**config.mk**
```make
export PLATFORM = sky130hd
export DESIGN_NAME = serial_adder_seq
export DESIGN_NICKNAME = d
export VERILOG_FILES = /design/src/rtl/serial_adder_pkg.sv /design/src/rtl/adder_slice_2bit.sv /design/src/rtl/serial_adder_seq.sv
export SDC_FILE = /design/constraint.sdc
export NUM_CORES = 1
export LEC_CHECK = 0
export ABC_AREA = 1
export CAP_MARGIN = 20
export CORE_MARGIN = 2
export CORE_UTILIZATION = 50
export DETAILED_ROUTE_END_ITERATION = 16
export PLACE_DENSITY = 0.89
export REMOVE_ABC_BUFFERS = 1
export SLEW_MARGIN = 20
export SYNTH_ARGS = -nofsm -noshare
export SYNTH_HDL_FRONTEND = slang
export SYNTH_HIERARCHICAL = 1
export SYNTH_SLANG_ARGS = --single-unit
```
**constraint.sdc**
```tcl
create_clock -name clk -period 1.7 [get_ports clk]
set_input_delay 0.255 -clock clk [delete_from_list [all_inputs] [get_ports clk]]
set_output_delay 0.255 -clock clk [all_outputs]
set_load 0.01 [all_outputs]
```
**src/rtl/serial_adder_pkg.sv**
```systemverilog
// Shared definitions for the serial adder: FSM encoding and slice geometry.
package serial_adder_pkg;

  // Number of operand bits consumed per ADD cycle.
  localparam int SLICE_W = 2;

  typedef enum logic [1:0] {
    ST_IDLE = 2'd0,
    ST_ADD  = 2'd1,
    ST_DONE = 2'd2
  } state_e;

endpackage

```
**src/rtl/adder_slice_2bit.sv**
```systemverilog
// Two-bit ripple full adder: the only arithmetic element of the serial adder.
module adder_slice_2bit (
  input  logic [1:0] x,
  input  logic [1:0] y,
  input  logic       cin,
  output logic [1:0] sum,
  output logic       cout
);

  logic c1;

  // Bit 0 generates the internal carry that ripples into bit 1.
  assign sum[0] = x[0] ^ y[0] ^ cin;
  assign c1     = (x[0] & y[0]) | (cin & (x[0] ^ y[0]));
  assign sum[1] = x[1] ^ y[1] ^ c1;
  assign cout   = (x[1] & y[1]) | (c1 & (x[1] ^ y[1]));

endmodule

```
**src/rtl/serial_adder_seq.sv**
```systemverilog
// Serial adder: adds a + b + cin two bits per cycle, LSB slice first.
//
// Handshake: start is sampled on a rising edge only in IDLE or DONE; when
// sampled high there, a/b/cin are captured on that same edge and busy rises
// for exactly WIDTH/2 cycles. done then pulses for one cycle while sum/cout
// already show the new result. start is ignored while busy is high.
module serial_adder_seq
  import serial_adder_pkg::*;
#(
  parameter int WIDTH = 8
) (
  input  logic             clk,
  input  logic             rst,
  input  logic             start,
  input  logic [WIDTH-1:0] a,
  input  logic [WIDTH-1:0] b,
  input  logic             cin,
  output logic             busy,
  output logic             done,
  output logic [WIDTH-1:0] sum,
  output logic             cout,
  output state_e           state_dbg_o
);

  localparam int NSLICE = WIDTH / SLICE_W;
  localparam int CNT_W  = (NSLICE > 1) ? $clog2(NSLICE) : 1;
  localparam logic [CNT_W-1:0] LAST_SLICE = CNT_W'(NSLICE - 1);

  state_e           state_q, state_d;
  logic [WIDTH-1:0] a_sh_q, a_sh_d;
  logic [WIDTH-1:0] b_sh_q, b_sh_d;
  logic [WIDTH-1:0] res_q, res_d;
  logic [CNT_W-1:0] cnt_q, cnt_d;
  logic             carry_q, carry_d;
  logic [WIDTH-1:0] sum_q, sum_d;
  logic             cout_q, cout_d;

  logic [1:0]       slice_sum;
  logic             slice_cout;
  logic             accept;
  logic             last_slice;

  // A new request is taken only when no addition is in flight.
  assign accept     = start && (state_q != ST_ADD);
  assign last_slice = (state_q == ST_ADD) && (cnt_q == LAST_SLICE);

  adder_slice_2bit u_slice (
    .x    (a_sh_q[1:0]),
    .y    (b_sh_q[1:0]),
    .cin  (carry_q),
    .sum  (slice_sum),
    .cout (slice_cout)
  );

  // State register with synchronous reset.
  always_ff @(posedge clk) begin
    if (rst) state_q <= ST_IDLE;
    else     state_q <= state_d;
  end

  // Next-state logic: IDLE/DONE accept a request, ADD runs WIDTH/2 cycles.
  always_comb begin
    state_d = state_q;
    unique case (state_q)
      ST_IDLE: if (start) state_d = ST_ADD;
      ST_ADD:  if (cnt_q == LAST_SLICE) state_d = ST_DONE;
      ST_DONE: state_d = start ? ST_ADD : ST_IDLE;
      default: state_d = ST_IDLE;
    endcase
  end

  // Outputs decoded from state; result outputs come straight from registers.
  always_comb begin
    busy        = (state_q == ST_ADD);
    done        = (state_q == ST_DONE);
    sum         = sum_q;
    cout        = cout_q;
    state_dbg_o = state_q;
  end

  // Datapath next values: capture on accept, shift one slice per ADD cycle.
  always_comb begin
    a_sh_d  = a_sh_q;
    b_sh_d  = b_sh_q;
    res_d   = res_q;
    cnt_d   = cnt_q;
    carry_d = carry_q;
    sum_d   = sum_q;
    cout_d  = cout_q;
    if (accept) begin
      a_sh_d  = a;
      b_sh_d  = b;
      res_d   = '0;
      cnt_d   = '0;
      carry_d = cin;
    end else if (state_q == ST_ADD) begin
      a_sh_d  = a_sh_q >> SLICE_W;
      b_sh_d  = b_sh_q >> SLICE_W;
      res_d   = {slice_sum, res_q[WIDTH-1:SLICE_W]};
      cnt_d   = cnt_q + CNT_W'(1);
      carry_d = slice_cout;
      // Publish only the completed word so partial sums never appear.
      if (last_slice) begin
        sum_d  = {slice_sum, res_q[WIDTH-1:SLICE_W]};
        cout_d = slice_cout;
      end
    end
  end

  // Datapath registers with synchronous clear.
  always_ff @(posedge clk) begin
    if (rst) begin
      a_sh_q  <= '0;
      b_sh_q  <= '0;
      res_q   <= '0;
      cnt_q   <= '0;
      carry_q <= 1'b0;
      sum_q   <= '0;
      cout_q  <= 1'b0;
    end else begin
      a_sh_q  <= a_sh_d;
      b_sh_q  <= b_sh_d;
      res_q   <= res_d;
      cnt_q   <= cnt_d;
      carry_q <= carry_d;
      sum_q   <= sum_d;
      cout_q  <= cout_d;
    end
  end

endmodule

```
==> flow_metrics.tcl, run 1 <==
set metrics [dict create \
    synth.distinct_cells 19 \
    sequentialPowerShare_pct 58.9 \
    dpl_cell_area_sq_mm 0.00193 \
    post-route-min-period_ns 1.63 \
    worstHoldPathType "reg -> reg" \
    fmaxAchievable_mhz 614 \
    rsz0062_at_grt "false" \
    initial_core_util_pct 51.7 \
    async_flop_share_pct 0 \
    fp.dieH_um 60.0 \
    setup_violations 0 \
    synthCells 215 \
    io_pins 33 \
    nNetsFinal 275 \
    fin_tns_setup_ns 0 \
    end_kind "flip-flop" \
    die_x_um 60.0 \
    diodes 0 \
    cpPeakStageDelay_ns 0.46 \
    yosysWarnings 6 \
    drc 0 \
    ys_top_cells_by_count "nand2_1 (61), nand3_1 (50), dfxtp_1 (36), inv_1 (25), a21oi_1 (12)" \
    yosys.area.top_type_share_pct 46.0 \
    crit_family "adder cells" \
    drtIter0Drc 64 \
    leakage_uw 0.000912 \
    peakVddDrop_v 0.000496 \
    drt-total-wl_um 3200 \
    antenna_found_initial 0 \
    wl_per_cell_um 10.9 \
    cts_tree "yes" \
    power.share.clock_pct 26.0 \
    design_area_sq_mm 0.00197 \
    ys_seq_area_share_pct 46.0 \
    first_pass_iters 4 \
    crit_type "reg -> reg" \
    cts.reportedPaths.clkPinSlew_ns 0.10 \
    synthTopCellsByArea "dfxtp_1 (46%), nand3_1 (16%), nand2_1 (15%), inv_1 (6.0%), a21oi_1 (3.8%)" \
    startpoint_type "flip-flop" \
    syn_area_sq_mm 0.00157 \
    swShare_pct 26.1 \
    syn-mean-instance-area_sq_um 7.29 \
    rows 20 \
    dp_hpwl_um 2300 \
    critPathBufInv 2 \
    grtUsageTotal_pct 20.4 \
    p_sw_uw 394 \
    grt_pass1_wl_um 5400 \
    portBuffers 32 \
    ant_nets 0 \
    timing.rr.start "b_sh_q[0]" \
    combPwrFrac_pct 15.1 \
    maxCapViolCount 0 \
    fin_util_pct 65.2 \
    holdBufCountCts 0 \
    fin_crit_sh_pct 95.9 \
    clock-sinks 36 \
    crit_required_ns 1.98 \
    status "completed" \
    core_area_sq_mm 0.00303 \
    drv_slew 0 \
    synth_most_common_cell "nand2_1" \
    crit_start "b_sh_q[0]" \
    finalHoldViolCount 0 \
    vias 1462 \
    vias_per_cell 4.97 \
    worstPathArrival_ns 1.91 \
    path_cells "inv_1, fa_1, fa_1, inv_1, nand2_1, a21oi_1" \
    yosys.area.top_type "dfxtp_1" \
    hold_start "b_sh_q[6]" \
    cts_max_level 2 \
    numCtsBuffers 5 \
    grt_overflow_total 0 \
    cp_max_fo 2 \
    dieArea_sq_mm 0.00360 \
    relSlewSlack_pct 71.8 \
    drive_gt1_share_pct 8.00 \
    synth_ff_type "dfxtp_1" \
    syn2layout_area_growth_pct 26.0 \
    synth_edf_count 0 \
    crit_slowest_cell "fa_1" \
    powerDensity_mw_per_mm2 765 \
    cts.root.buffer_cell "clkbuf_4" \
    cts.path.max_buffers 2 \
    internal_power_uw 1120 \
    clk_latency_ns 0.34 \
    ys_ff_latch 36 \
    gp_congestion 0.767 \
    p_total_uw 1510 \
    grt_pass1_vias 1330 \
    fin_skew_ns 0.00613 \
    grt_max_degree 24 \
    tightestPinTransition_ns 0.423 \
]
==> path summary, 6_finish.rpt <==
path / end / slack, ns / cells after the start
setup / recovery: res_q[7] / 0.07 / 6
hold / removal: b_sh_q[6] / 0.47 / 2
setup reg to reg: res_q[7] / 0.07 / 6
hold reg to reg: b_sh_q[6] / 0.47 / 2
==> worst min-delay path, cell delays in order (launching register included) <==
cell	delay [ns]
dfxtp_1	0.32
nand2_1	0.06
a21oi_1	0.05
==> cell families after synthesis <==
| family | count (synthesis) | share of synthesized area (%) |
|---|---|---|
| compound gates | 15 | 4.79 |
| xor+xnor | 1 | 0.559 |
| fa+ha+maj | 3 | 3.35 |
| buf+inv | 39 | 11.7 |
| flops | 36 | 46.0 |
| simple gates | 121 | 33.6 |
==> per-stage QoR <==
stage          setup WS [ns]  hold WS (ns)  instances
2_1_floorplan          0.161         0.324        204
3_3_place_gp           0.166         0.448        289
3_5_place_dp           0.104         0.455        289
4_1_cts               0.0479         0.463        294
5_1_grt               0.0131         0.487        294
6_report              0.0701         0.466        294
==> layout make-up <==
class	count	area (sq um)
Inverter	28	105
Clock buffer	5	37.5
Sequential cell	36	726
Tap cell	44	55.1
Multi-Input combinational cell	140	663
Timing Repair Buffer	41	387
Fill cell	283	1050
==> state kept, by name (all words and copies together) (netlist names) <==
name,cells
carry_q,1
sum,8
state_dbg_o,2
a_sh_q,8
cnt_q,2
res_q,6
cout,1
b_sh_q,8
==> power groups by stage <==
stage	Combinational [uW]	Clock (uW)	Sequential (uW)
5_1_grt	257	437	893
2_1_floorplan	116	0	908
6_report	228	392	889
3_3_place_gp	223	0	909
3_5_place_dp	229	0	910
4_1_cts	228	409	891
==> cell usage in the layout, fill, tap and decap left out <==
cell	n
inv_2	2
nor2_4	1
nand3_1	50
dfxtp_1	34
xor2_1	1
buf_4	9
nand2_2	1
o21ai_1	1
o21ai_0	2
clkinv_1	1
a21oi_1	12
fa_1	2
dfxtp_4	1
inv_1	25
nor2_1	8
ha_1	1
clkbuf_4	5
nand2_1	61
dlygate4sd2_1	1
dfxtp_2	1
clkdlybuf4s50_1	31
==> per-layer routing <==
metal	vias up	global-route usage (%)	wire, um
met3	5	5.63	165
met5	-	0	0
li1	746	-	-
met1	669	22.5	1390
met2	42	35.6	1580
met4	0	10.2	52
==> what timing repair did <==
item                       CTS  global route
cloned                       0             0
setup buffers                0             0
setup endpoints to repair    2             1
resized for setup            3             1
Note: power is estimated with default switching activity, not from simulation.
==> inputs of run 2 (changes only) <==
TNS_END_PERCENT = 30   (was not set)
==> results of run 2 <==
The final DEF is identical to that of run 1; final timing and power are the same.
==> inputs of run 3 (changes only) <==
CORE_UTILIZATION = 25   (was 50)
PLACE_DENSITY = 0.55   (was 0.89)
==> flow_metrics.tcl, run 3 (same netlist as run 1, synthesis figures left out) <==
set metrics [dict create \
    setup_violations 0 \
    register_area_sq_um 723 \
    min_path_cells 2 \
    ff2ff_path_depth 6 \
    drive_gt1_share_pct 9.09 \
    worstHoldPathType "reg -> reg" \
    first_pass_iters 5 \
    io_pins 33 \
    drtIter0Drc 53 \
    rsz0062_at_grt "false" \
    cts.reportedPaths.clkPinSlew_ns 0.08 \
    dp_hpwl_um 2400 \
    cts_setup_buffers 0 \
    grt_pass1_wl_um 6090 \
    design_area_sq_mm 0.00207 \
    portBuffers 32 \
    fp.dieH_um 83.2 \
    fillers 666 \
    clock-sinks 36 \
    crit_type "reg -> out" \
    fin_crit_sh_pct 95.4 \
    holdBufCountCts 0 \
    core_area_sq_mm 0.00599 \
    cts.root.buffer_cell "clkbuf_8" \
    worstPathArrival_ns 1.37 \
    peakVddDrop_v 0.000376 \
    final_cell_mix "nand2_1 (61), nand3_1 (50), dfxtp_1 (34)" \
    syn2layout_area_growth_pct 31.9 \
    final_common_cell "nand2_1" \
    rrSetupSlack_ns 0.13 \
    maxCapViolCount 0 \
    path_cells "inv_1, nor2_4, clkdlybuf4s50_1" \
    end_kind "primary output" \
    timing.rr.start "b_sh_q[0]" \
    grt_pass1_vias 1362 \
    grtUsageTotal_pct 10.7 \
    tightestPinTransition_ns 0.446 \
    hold_start "a_sh_q[6]" \
    post-route-min-period_ns 1.62 \
    finalHoldViolCount 0 \
    dieArea_sq_mm 0.00692 \
    relSlewSlack_pct 70.2 \
    fin_skew_ns 0.00735 \
    fmaxAchievable_mhz 617 \
    initial_core_util_pct 26.1 \
    crit_required_ns 1.44 \
    multi_input_area_sq_um 663 \
    critPathBufInv 2 \
    cpPeakStageDelay_ns 0.54 \
    fin_tns_setup_ns 0 \
    powerDensity_mw_per_mm2 844 \
    die_x_um 83.2 \
    drv_slew 0 \
    cp_max_fo 4 \
    status "completed" \
    vias 1398 \
    holdPathEnd "a_sh_q[6]" \
    cts_max_level 2 \
    crit_family "buffers and inverters" \
    numCtsBuffers 5 \
    drt-total-wl_um 3460 \
    dpl_cell_area_sq_mm 0.00197 \
    crit_slowest_cell "clkdlybuf4s50_1" \
    grt_max_degree 24 \
    leakage_uw 0.000937 \
    startpoint_type "flip-flop" \
    antenna_found_initial 0 \
    diodes 0 \
    regToRegEndpoint "res_q[7]" \
    rows 28 \
    grt_overflow_total 0 \
    nNetsFinal 275 \
    cts_tree "yes" \
    wl_per_cell_um 10.5 \
    vias_per_cell 4.26 \
    ant_nets 0 \
    cts.path.max_buffers 2 \
    drc 0 \
    gp_congestion 0.713 \
    clk_latency_ns 0.29 \
]
[run 3: per-stage QoR]
step | total power (uW) | utilization (%) | setup slack [ns] | std cells | hold slack [ns]
3_5_place_dp | 1140 | 32.9 | 0.143 | 320 | 0.454
6_report | 1740 | 34.5 | 0.0787 | 328 | 0.457
3_3_place_gp | 1140 | 32.9 | 0.161 | 320 | 0.448
4_1_cts | 1770 | 34.5 | 0.0387 | 328 | 0.463
2_1_floorplan | 1020 | - | 0.161 | 204 | 0.324
5_1_grt | 1840 | 34.5 | 0.00741 | 328 | 0.487
[run 3: worst max path at each step]
stage                     depth (start not counted)  endpoint           start
after floorplan                                   6  res_q[7]       b_sh_q[0]
after global placement                            6  res_q[7]       b_sh_q[0]
after detailed placement                          6  res_q[7]       b_sh_q[0]
after CTS                                         3      done  state_dbg_o[1]
after global routing                              3      busy  state_dbg_o[0]
final                                             3      busy  state_dbg_o[0]
[run 3: tightest hold or removal path, delay by kind of cell, from the launching register on]
kind | cells | cell delay, ns
and+or+nand+nor | 1 | 0.06
DFF | 1 | 0.31
AOI/OAI and AO/OA | 1 | 0.05
[run 3: final cells by class]
type | instances | area share (%)
clock buffer | 6 | 4.00
timing repair buffer | 41 | 18.8
clock inverter | 2 | 0.485
tap | 75 | 4.54
inverter | 28 | 5.09
sequential | 36 | 35.0
multi-input combinational | 140 | 32.1
[run 3: what timing repair did]
| item | CTS | global route |
|---|---|---|
| setup endpoints to repair | 1 | 1 |
| pin swaps | 0 | 0 |
| resized for setup | 1 | 1 |
[run 3: report_power, final]
| group | total [uW] | internal (uW) | switching, uW | leakage (uW) |
|---|---|---|---|---|
| clock network | 625 | 323 | 301 | 0.0000510 |
| logic | 227 | 105 | 122 | 0.000592 |
| registers | 892 | 875 | 17.1 | 0.000294 |
| total | 1740 | 1300 | 440 | 0.000937 |
[run 3: per-layer routing]
metal | track usage (%) | part of all wire, % | vias up
li1 | - | - | 749
met1 | 13.2 | 50 | 614
met2 | 17.3 | 45 | 29
met3 | 3.58 | 4.4 | 6
met4 | 3.87 | 1.3 | 0
met5 | 0 | 0 | -
